<file path="src/rtl/skein_nonce_scheduler_if.sv">
// Work-offer and found-nonce channels between the work distributor and the nonce scheduler.
// The master modport is the distributor side; the slave modport is the scheduler.
interface skein_nonce_scheduler_if;
  logic         work_valid;
  logic         work_ready;
  logic [511:0] work_midstate;
  logic [95:0]  work_data;
  logic [31:0]  work_nonce_start;
  logic [31:0]  work_nonce_count;
  logic [31:0]  work_target;
  logic         found_valid;
  logic         found_ready;
  logic [31:0]  found_nonce;

  modport master (
    output work_valid, work_midstate, work_data, work_nonce_start, work_nonce_count, work_target,
    input  work_ready,
    input  found_valid, found_nonce,
    output found_ready
  );

  modport slave (
    input  work_valid, work_midstate, work_data, work_nonce_start, work_nonce_count, work_target,
    output work_ready,
    output found_valid, found_nonce,
    input  found_ready
  );
endinterface

</file>
<file path="src/rtl/skein_nonce_scheduler.sv">
// Feeds one work unit's nonce range into the pipelined skein512 core, follows each nonce
// through the pipe with a tag bit, and queues nonces whose hash meets the target.
module skein_nonce_scheduler #(
  parameter int unsigned PIPE_LATENCY   = 184,
  parameter int unsigned ISSUE_INTERVAL = 2,
  parameter int unsigned FIFO_DEPTH     = 4
) (
  input  logic                     clk,
  input  logic                     rst_n,
  skein_nonce_scheduler_if.slave   bus,
  input  logic                     abort,
  output logic [511:0]             core_midstate,
  output logic [95:0]              core_data,
  output logic [31:0]              core_nonce,
  input  logic [511:0]             core_hash,
  output logic [15:0]              found_dropped,
  output logic                     busy,
  output logic                     done
);

  localparam int unsigned PW = (ISSUE_INTERVAL > 1) ? $clog2(ISSUE_INTERVAL) : 1;
  localparam int unsigned IW = $clog2(PIPE_LATENCY + 2);
  localparam int unsigned AW = $clog2(FIFO_DEPTH);
  localparam logic [PW-1:0] PhaseLast = PW'(ISSUE_INTERVAL - 1);

  typedef enum logic [1:0] {StIdle, StIssue, StDrain} state_e;

  state_e                 state_q, state_d;
  logic [511:0]           mid_q;
  logic [95:0]            data_q;
  logic [31:0]            target_q;
  logic [31:0]            issue_nonce_q, issue_nonce_d;
  logic [31:0]            out_nonce_q, out_nonce_d;
  logic [31:0]            remaining_q, remaining_d;
  logic [31:0]            core_nonce_q, core_nonce_d;
  logic [PW-1:0]          phase_q, phase_d;
  logic [PIPE_LATENCY-1:0] tag_q, tag_d;
  logic                   exit_q, exit_d;
  logic [IW-1:0]          inflight_q, inflight_d;
  logic                   accept, issue, kill, hit, push, pop, full, empty;

  logic [31:0]            fifo_q [FIFO_DEPTH];
  logic [AW:0]            wr_ptr_q, rd_ptr_q;
  logic [15:0]            dropped_q;
  logic                   unused_hash;

  assign unused_hash = ^core_hash[479:0];

  assign accept = (state_q == StIdle) && bus.work_valid;
  assign kill   = abort && (state_q != StIdle);
  // exit_q lines up with core_hash for the nonce issued PIPE_LATENCY cycles earlier
  assign hit    = exit_q && (core_hash[511:480] <= target_q);

  always_comb begin
    state_d       = state_q;
    issue_nonce_d = issue_nonce_q;
    out_nonce_d   = out_nonce_q;
    remaining_d   = remaining_q;
    core_nonce_d  = core_nonce_q;
    phase_d       = phase_q;
    issue         = 1'b0;
    done          = 1'b0;

    unique case (state_q)
      StIdle: begin
        if (accept) begin
          issue_nonce_d = bus.work_nonce_start;
          out_nonce_d   = bus.work_nonce_start;
          remaining_d   = bus.work_nonce_count;
          phase_d       = '0;
          state_d       = (bus.work_nonce_count == 32'd0) ? StDrain : StIssue;
        end
      end
      StIssue: begin
        if (abort) begin
          state_d = StIdle;
        end else begin
          phase_d = (phase_q == PhaseLast) ? '0 : phase_q + 1'b1;
          if (phase_q == '0) begin
            issue         = 1'b1;
            core_nonce_d  = issue_nonce_q;
            issue_nonce_d = issue_nonce_q + 32'd1;
            remaining_d   = remaining_q - 32'd1;
            if (remaining_q == 32'd1) state_d = StDrain;
          end
        end
      end
      StDrain: begin
        if (abort) begin
          state_d = StIdle;
        end else if (inflight_q == '0 && !exit_q) begin
          done    = 1'b1;
          state_d = StIdle;
        end
      end
      default: state_d = StIdle;
    endcase

    if (exit_q && state_q != StIdle) out_nonce_d = out_nonce_q + 32'd1;

    if (kill) begin
      tag_d      = '0;
      exit_d     = 1'b0;
      inflight_d = '0;
    end else begin
      tag_d      = {tag_q[PIPE_LATENCY-2:0], issue};
      exit_d     = tag_q[PIPE_LATENCY-1];
      inflight_d = inflight_q + IW'(issue) - IW'(exit_q);
    end
  end

  always_ff @(posedge clk or negedge rst_n) begin
    if (!rst_n) begin
      state_q       <= StIdle;
      mid_q         <= '0;
      data_q        <= '0;
      target_q      <= '0;
      issue_nonce_q <= '0;
      out_nonce_q   <= '0;
      remaining_q   <= '0;
      core_nonce_q  <= '0;
      phase_q       <= '0;
      tag_q         <= '0;
      exit_q        <= 1'b0;
      inflight_q    <= '0;
    end else begin
      state_q       <= state_d;
      issue_nonce_q <= issue_nonce_d;
      out_nonce_q   <= out_nonce_d;
      remaining_q   <= remaining_d;
      core_nonce_q  <= core_nonce_d;
      phase_q       <= phase_d;
      tag_q         <= tag_d;
      exit_q        <= exit_d;
      inflight_q    <= inflight_d;
      if (accept) begin
        mid_q    <= bus.work_midstate;
        data_q   <= bus.work_data;
        target_q <= bus.work_target;
      end
    end
  end

  // Fullness is judged before any same-cycle pop, so a hit into a full FIFO always drops.
  assign empty = (wr_ptr_q == rd_ptr_q);
  assign full  = (wr_ptr_q[AW] != rd_ptr_q[AW]) && (wr_ptr_q[AW-1:0] == rd_ptr_q[AW-1:0]);
  assign push  = hit && !full;
  assign pop   = !empty && bus.found_ready;

  always_ff @(posedge clk or negedge rst_n) begin
    if (!rst_n) begin
      for (int unsigned i = 0; i < FIFO_DEPTH; i++) fifo_q[i] <= '0;
      wr_ptr_q  <= '0;
      rd_ptr_q  <= '0;
      dropped_q <= '0;
    end else begin
      if (push) begin
        fifo_q[wr_ptr_q[AW-1:0]] <= out_nonce_q;
        wr_ptr_q                 <= wr_ptr_q + 1'b1;
      end
      if (pop) rd_ptr_q <= rd_ptr_q + 1'b1;
      if (hit && full && dropped_q != 16'hFFFF) dropped_q <= dropped_q + 16'd1;
    end
  end

  assign bus.work_ready  = (state_q == StIdle);
  assign bus.found_valid = !empty;
  assign bus.found_nonce = fifo_q[rd_ptr_q[AW-1:0]];
  assign core_midstate   = mid_q;
  assign core_data       = data_q;
  assign core_nonce      = core_nonce_q;
  assign found_dropped   = dropped_q;
  assign busy            = (state_q != StIdle);

endmodule

</file>
<file path="src/flat_wrapper.sv">
// flat-port wrapper written by rule: the top's interface ports become plain ports
module skein_nonce_scheduler_flat 
#(
  parameter int unsigned PIPE_LATENCY   = 184,
  parameter int unsigned ISSUE_INTERVAL = 2,
  parameter int unsigned FIFO_DEPTH     = 4
)
  (clk, rst_n, abort, core_midstate, core_data, core_nonce, core_hash, found_dropped, busy, done, bus_work_valid, bus_work_midstate, bus_work_data, bus_work_nonce_start, bus_work_nonce_count, bus_work_target, bus_work_ready, bus_found_valid, bus_found_nonce, bus_found_ready);
  skein_nonce_scheduler_if bus_i ();
  input  logic clk;
  input  logic rst_n;
  input  logic abort;
  output logic [511:0] core_midstate;
  output logic [95:0] core_data;
  output logic [31:0] core_nonce;
  input  logic [511:0] core_hash;
  output logic [15:0] found_dropped;
  output logic busy;
  output logic done;
  input wire logic [$bits(bus_i.work_valid)-1:0] bus_work_valid;
  input wire logic [$bits(bus_i.work_midstate)-1:0] bus_work_midstate;
  input wire logic [$bits(bus_i.work_data)-1:0] bus_work_data;
  input wire logic [$bits(bus_i.work_nonce_start)-1:0] bus_work_nonce_start;
  input wire logic [$bits(bus_i.work_nonce_count)-1:0] bus_work_nonce_count;
  input wire logic [$bits(bus_i.work_target)-1:0] bus_work_target;
  output wire logic [$bits(bus_i.work_ready)-1:0] bus_work_ready;
  output wire logic [$bits(bus_i.found_valid)-1:0] bus_found_valid;
  output wire logic [$bits(bus_i.found_nonce)-1:0] bus_found_nonce;
  input wire logic [$bits(bus_i.found_ready)-1:0] bus_found_ready;
  assign bus_i.work_valid = bus_work_valid;
  assign bus_i.work_midstate = bus_work_midstate;
  assign bus_i.work_data = bus_work_data;
  assign bus_i.work_nonce_start = bus_work_nonce_start;
  assign bus_i.work_nonce_count = bus_work_nonce_count;
  assign bus_i.work_target = bus_work_target;
  assign bus_work_ready = bus_i.work_ready;
  assign bus_found_valid = bus_i.found_valid;
  assign bus_found_nonce = bus_i.found_nonce;
  assign bus_i.found_ready = bus_found_ready;
  skein_nonce_scheduler #(.PIPE_LATENCY(PIPE_LATENCY), .ISSUE_INTERVAL(ISSUE_INTERVAL), .FIFO_DEPTH(FIFO_DEPTH)) u_core (.clk(clk), .rst_n(rst_n), .bus(bus_i), .abort(abort), .core_midstate(core_midstate), .core_data(core_data), .core_nonce(core_nonce), .core_hash(core_hash), .found_dropped(found_dropped), .busy(busy), .done(done));
endmodule
</file>
<file path="config.mk">
export PLATFORM = sky130hd
export DESIGN_NAME = skein_nonce_scheduler_flat
export DESIGN_NICKNAME = d
export VERILOG_FILES = /design/src/rtl/skein_nonce_scheduler_if.sv /design/src/rtl/skein_nonce_scheduler.sv /design/src/flat_wrapper.sv
export SDC_FILE = /design/constraint.sdc
export NUM_CORES = 2
export LEC_CHECK = 0
export ABC_CLOCK_PERIOD_IN_PS = 4000
export CORE_AREA = 2 2 754 756
export CTS_BUF_LIST = sky130_fd_sc_hd__clkbuf_2 sky130_fd_sc_hd__clkbuf_4 sky130_fd_sc_hd__clkbuf_8
export CTS_CLUSTER_SIZE = 16
export DETAILED_ROUTE_END_ITERATION = 6
export DIE_AREA = 0 0 756 758
export PLACE_DENSITY = 0.32
export SETUP_SLACK_MARGIN = 0.02
export SKIP_LAST_GASP = 1
export SYNTH_ARGS = -nofsm -noshare
export SYNTH_HDL_FRONTEND = slang
export SYNTH_SLANG_ARGS = --single-unit
</file>
<file path="constraint.sdc">
create_clock -name clk -period 4 [get_ports clk]
set_clock_uncertainty 0.15 [all_clocks]
set_input_delay 0.4 -clock clk [delete_from_list [all_inputs] [get_ports clk]]
set_output_delay 0.4 -clock clk [all_outputs]
set_load 0.01 [all_outputs]
</file>
==> impl_metrics.toml <==
[critical_path]
crit_path_start_kind = "register"
crit_required_ps = 3450
end_kind = "primary output"
r2r_cells = 11
crit_arrival_ps = 3140
critPathKind = "reg -> out"
cp_max_fo = 11

[global_routing]
grt.total_usage_pct = 13.2
grt_max_degree = 103
grt_overflow = 0
grt_pass1_wl_um = 490000
grt_pass1_vias = 44400
antenna_found_initial = 236

[route]
wl_per_cell_um = 26.7
drt-pass1-iter-count = 5
ant_nets = 0
drt_iter0_markers = 2326
drc = 0
wirelength_um = 391000
via_count = 42400
vias_per_cell = 2.90

[pwr]
powerDensity_mw_per_mm2 = 740
intPower_mw = 34.1
switching_power_mw = 27.7
pwr-share-seq_pct = 29.5
leakagePower_nw = 36.1
p_sw_share_pct = 44.8
clkPwrFrac_pct = 22.4
p_comb_share_pct = 48.0
ir_drop_mv = 0.506

[clocking]
cts_buffers = 237
cts_tree = "built"
cts.sink_count = 1114
cts_setup_buffers = 0
clock_latency_ps = 1090
cts.htree.levels = 4
cts-root-buf = "clkbuf_8"
clockBufferDepth = 4
clk_pin_slew_ps = 60

[synthesis]
synth_area_per_cell_um2 = 9.96
synthAdderAreaFrac_pct = 1.53
yosys.area_share.simple_pct = 22.8
synth_area_mm2 = 0.0446
ys_warn_count = 0
yosysSeqAreaShare_pct = 62.4
async_reset_ff_share_pct = 100
synthFlopType = "dfrtp_1"
synth_cell_types = 68
synth-xor-area-share_pct = 0.510
syn_nets = 5756
synth_edf_count = 0
synth_top_family_by_area = "simple AND/OR/NAND/NOR gates"
muxShareOfSynthArea_pct = 5.82
ys_seq_elements = 1114
netlist_instances = 4481
synth_compound_area_share_pct = 4.28

[timing]
fin_ws_ps = 312
worst_slew_pin_slew_ps = 1050
fmax_ghz = 0.271
rsz0062_at_grt = "no"
post-route-period-util_pct = 92.2
relSlewSlack_pct = 29.9
min_period_ps = 3690
slew_violations = 0
setup_viol = 0
hold_violations = 0

[status]
status = "completed"

[floorplanning]
die_w_um = 756
core.rowCount = 276
core_area_mm2 = 0.564
die_area_mm2 = 0.573
io_pins = 1913
start_util_pct = 7.91
die_h_um = 758

[placed_design]
preCtsSetupSlack_ps = -186
io_buffers = 1432
gp_routability_congestion = 0.836
dp_hpwl_um = 331000

[finish]
drive_gt1_share_pct = 13.0
nets = 8161
layout_commonest_cell = "nand2_1"
final_cell_mix = "nand2_1, clkdlybuf4s50_1, dfrtp_1"
synthToLayoutAreaGrowth_pct = 86.9
fin_util_pct = 14.8

[flow_run]
cap_violations = 0

[min_path]
hp-class = "in -> async"
-- cell usage after synthesis (4+ instances only) --
library cell     n  area, um2
nand2_1       1953       7330
dfrtp_1       1114      27900
clkbuf_1       216        811
nor2b_1        193       1210
mux2_2         163       1840
nor2_1         113        424
a21oi_1        111        556
o21ai_0        111        556
inv_1           55        206
ha_1            53        663
nand3_1         50        250
nand4_1         33        206
mux4_2          32        721
nor3_1          30        150
and3_1          24        150
o22ai_1         22        138
nor4_1          21        131
xnor2_1         21        184
buf_2           17       85.1
or3_1           13       81.3
a211oi_1        11       82.6
buf_1           11       41.3
a22oi_1          7       52.6
nand2b_1         7       43.8
a311oi_1         6       52.6
a32oi_1          6       52.6
o211ai_1         6       45.0
a31oi_1          5       31.3
and4_1           5       43.8
xor2_1           5       43.8
o32ai_1          4       35.0
or2_2            4       25.0
-- worst paths after layout --
| kind | end | slack, ps | start |
|---|---|---|---|
| setup / recovery | bus_found_nonce[1] | 310 | u_core.rd_ptr_q[0] |
| hold / removal | u_core.core_nonce[15] | 150 | rst_n |
| setup reg to reg | u_core.fifo_q[7] | 340 | u_core.target_q[11] |
| hold reg to reg | u_core.tag_q[1] | 190 | u_core.tag_q[0] |
| max in group asynchronous | u_core.core_midstate[138] | 2590 | rst_n |
| min in group clk | u_core.core_midstate[443] | 170 | bus_work_midstate[443] |
-- metrics by stage --
stage	setup TNS [ps]	cell area [um2]	power (mW)	std cells	hold WS, ps
6_report	0	83400	61.8	14600	147
5_1_grt	0	83400	66.3	14600	78.7
4_1_cts	0	83300	63.6	14600	8.34
3_5_place_dp	-18740	71200	48.2	13500	266
3_3_place_gp	-15560	71200	48.3	13500	273
2_1_floorplan	0	44600	26.7	4481	-45.6
-- state kept, by name, summed over array words and instances, names as in the netlist, 32 cells and up --
signal / cells
u_core.tag_q: 184
u_core.core_midstate: 512
u_core.issue_nonce_q: 32
u_core.core_data: 96
u_core.fifo_q: 128
u_core.out_nonce_q: 32
u_core.core_nonce: 32
u_core.remaining_q: 32
u_core.target_q: 32
-- area by class of cell --
cell class | count | area, um2
clock buffer | 369 | 4560
clock inverter | 35 | 519
tap | 7506 | 9390
antenna | 67 | 168
fill | 64000 | 481000
sequential | 1114 | 27900
inverter | 55 | 206
timing repair buffer | 2411 | 25000
multi-input combinational | 3067 | 15700
-- power by group through the flow --
stage	logic [mW]	clock network, mW	registers, mW
floorplan	8.00	0	18.7
global placement	30.0	0	18.4
detailed placement	29.8	0	18.4
CTS	30.7	14.6	18.3
global route	32.5	15.0	18.8
finish	29.7	13.9	18.2
-- timing repair --
action / in CTS / in global routing
gates resized for setup: 1 / 3
endpoints found under the hold margin: 1704 / 0
hold buffers: 702 / 0
setup endpoints to repair: 1 / 1
-- kinds of logic after synthesis --
| kind of cell | after synthesis |
|---|---|
| simple gates | 2464 |
| flops | 1114 |
| compound gates | 324 |
| buf+inv | 300 |
| mux | 199 |
| fa+ha+maj | 54 |
| xor+xnor | 26 |
-- critical path: stages, from the launching register on --
cell	delay, ps
dfrtp_2	550
buf_4	340
mux4_2	630
clkdlybuf4s50_1	520
-- metal layers --
metal	vias up	global-route usage [%]	share of wire (%)
met2	1701	19.7	42
met4	106	3.42	3.0
met5	-	0	0.17
met1	20700	15.0	39
met3	588	9.57	16
li1	19400	-	-
(Power assumes the default switching activity.)
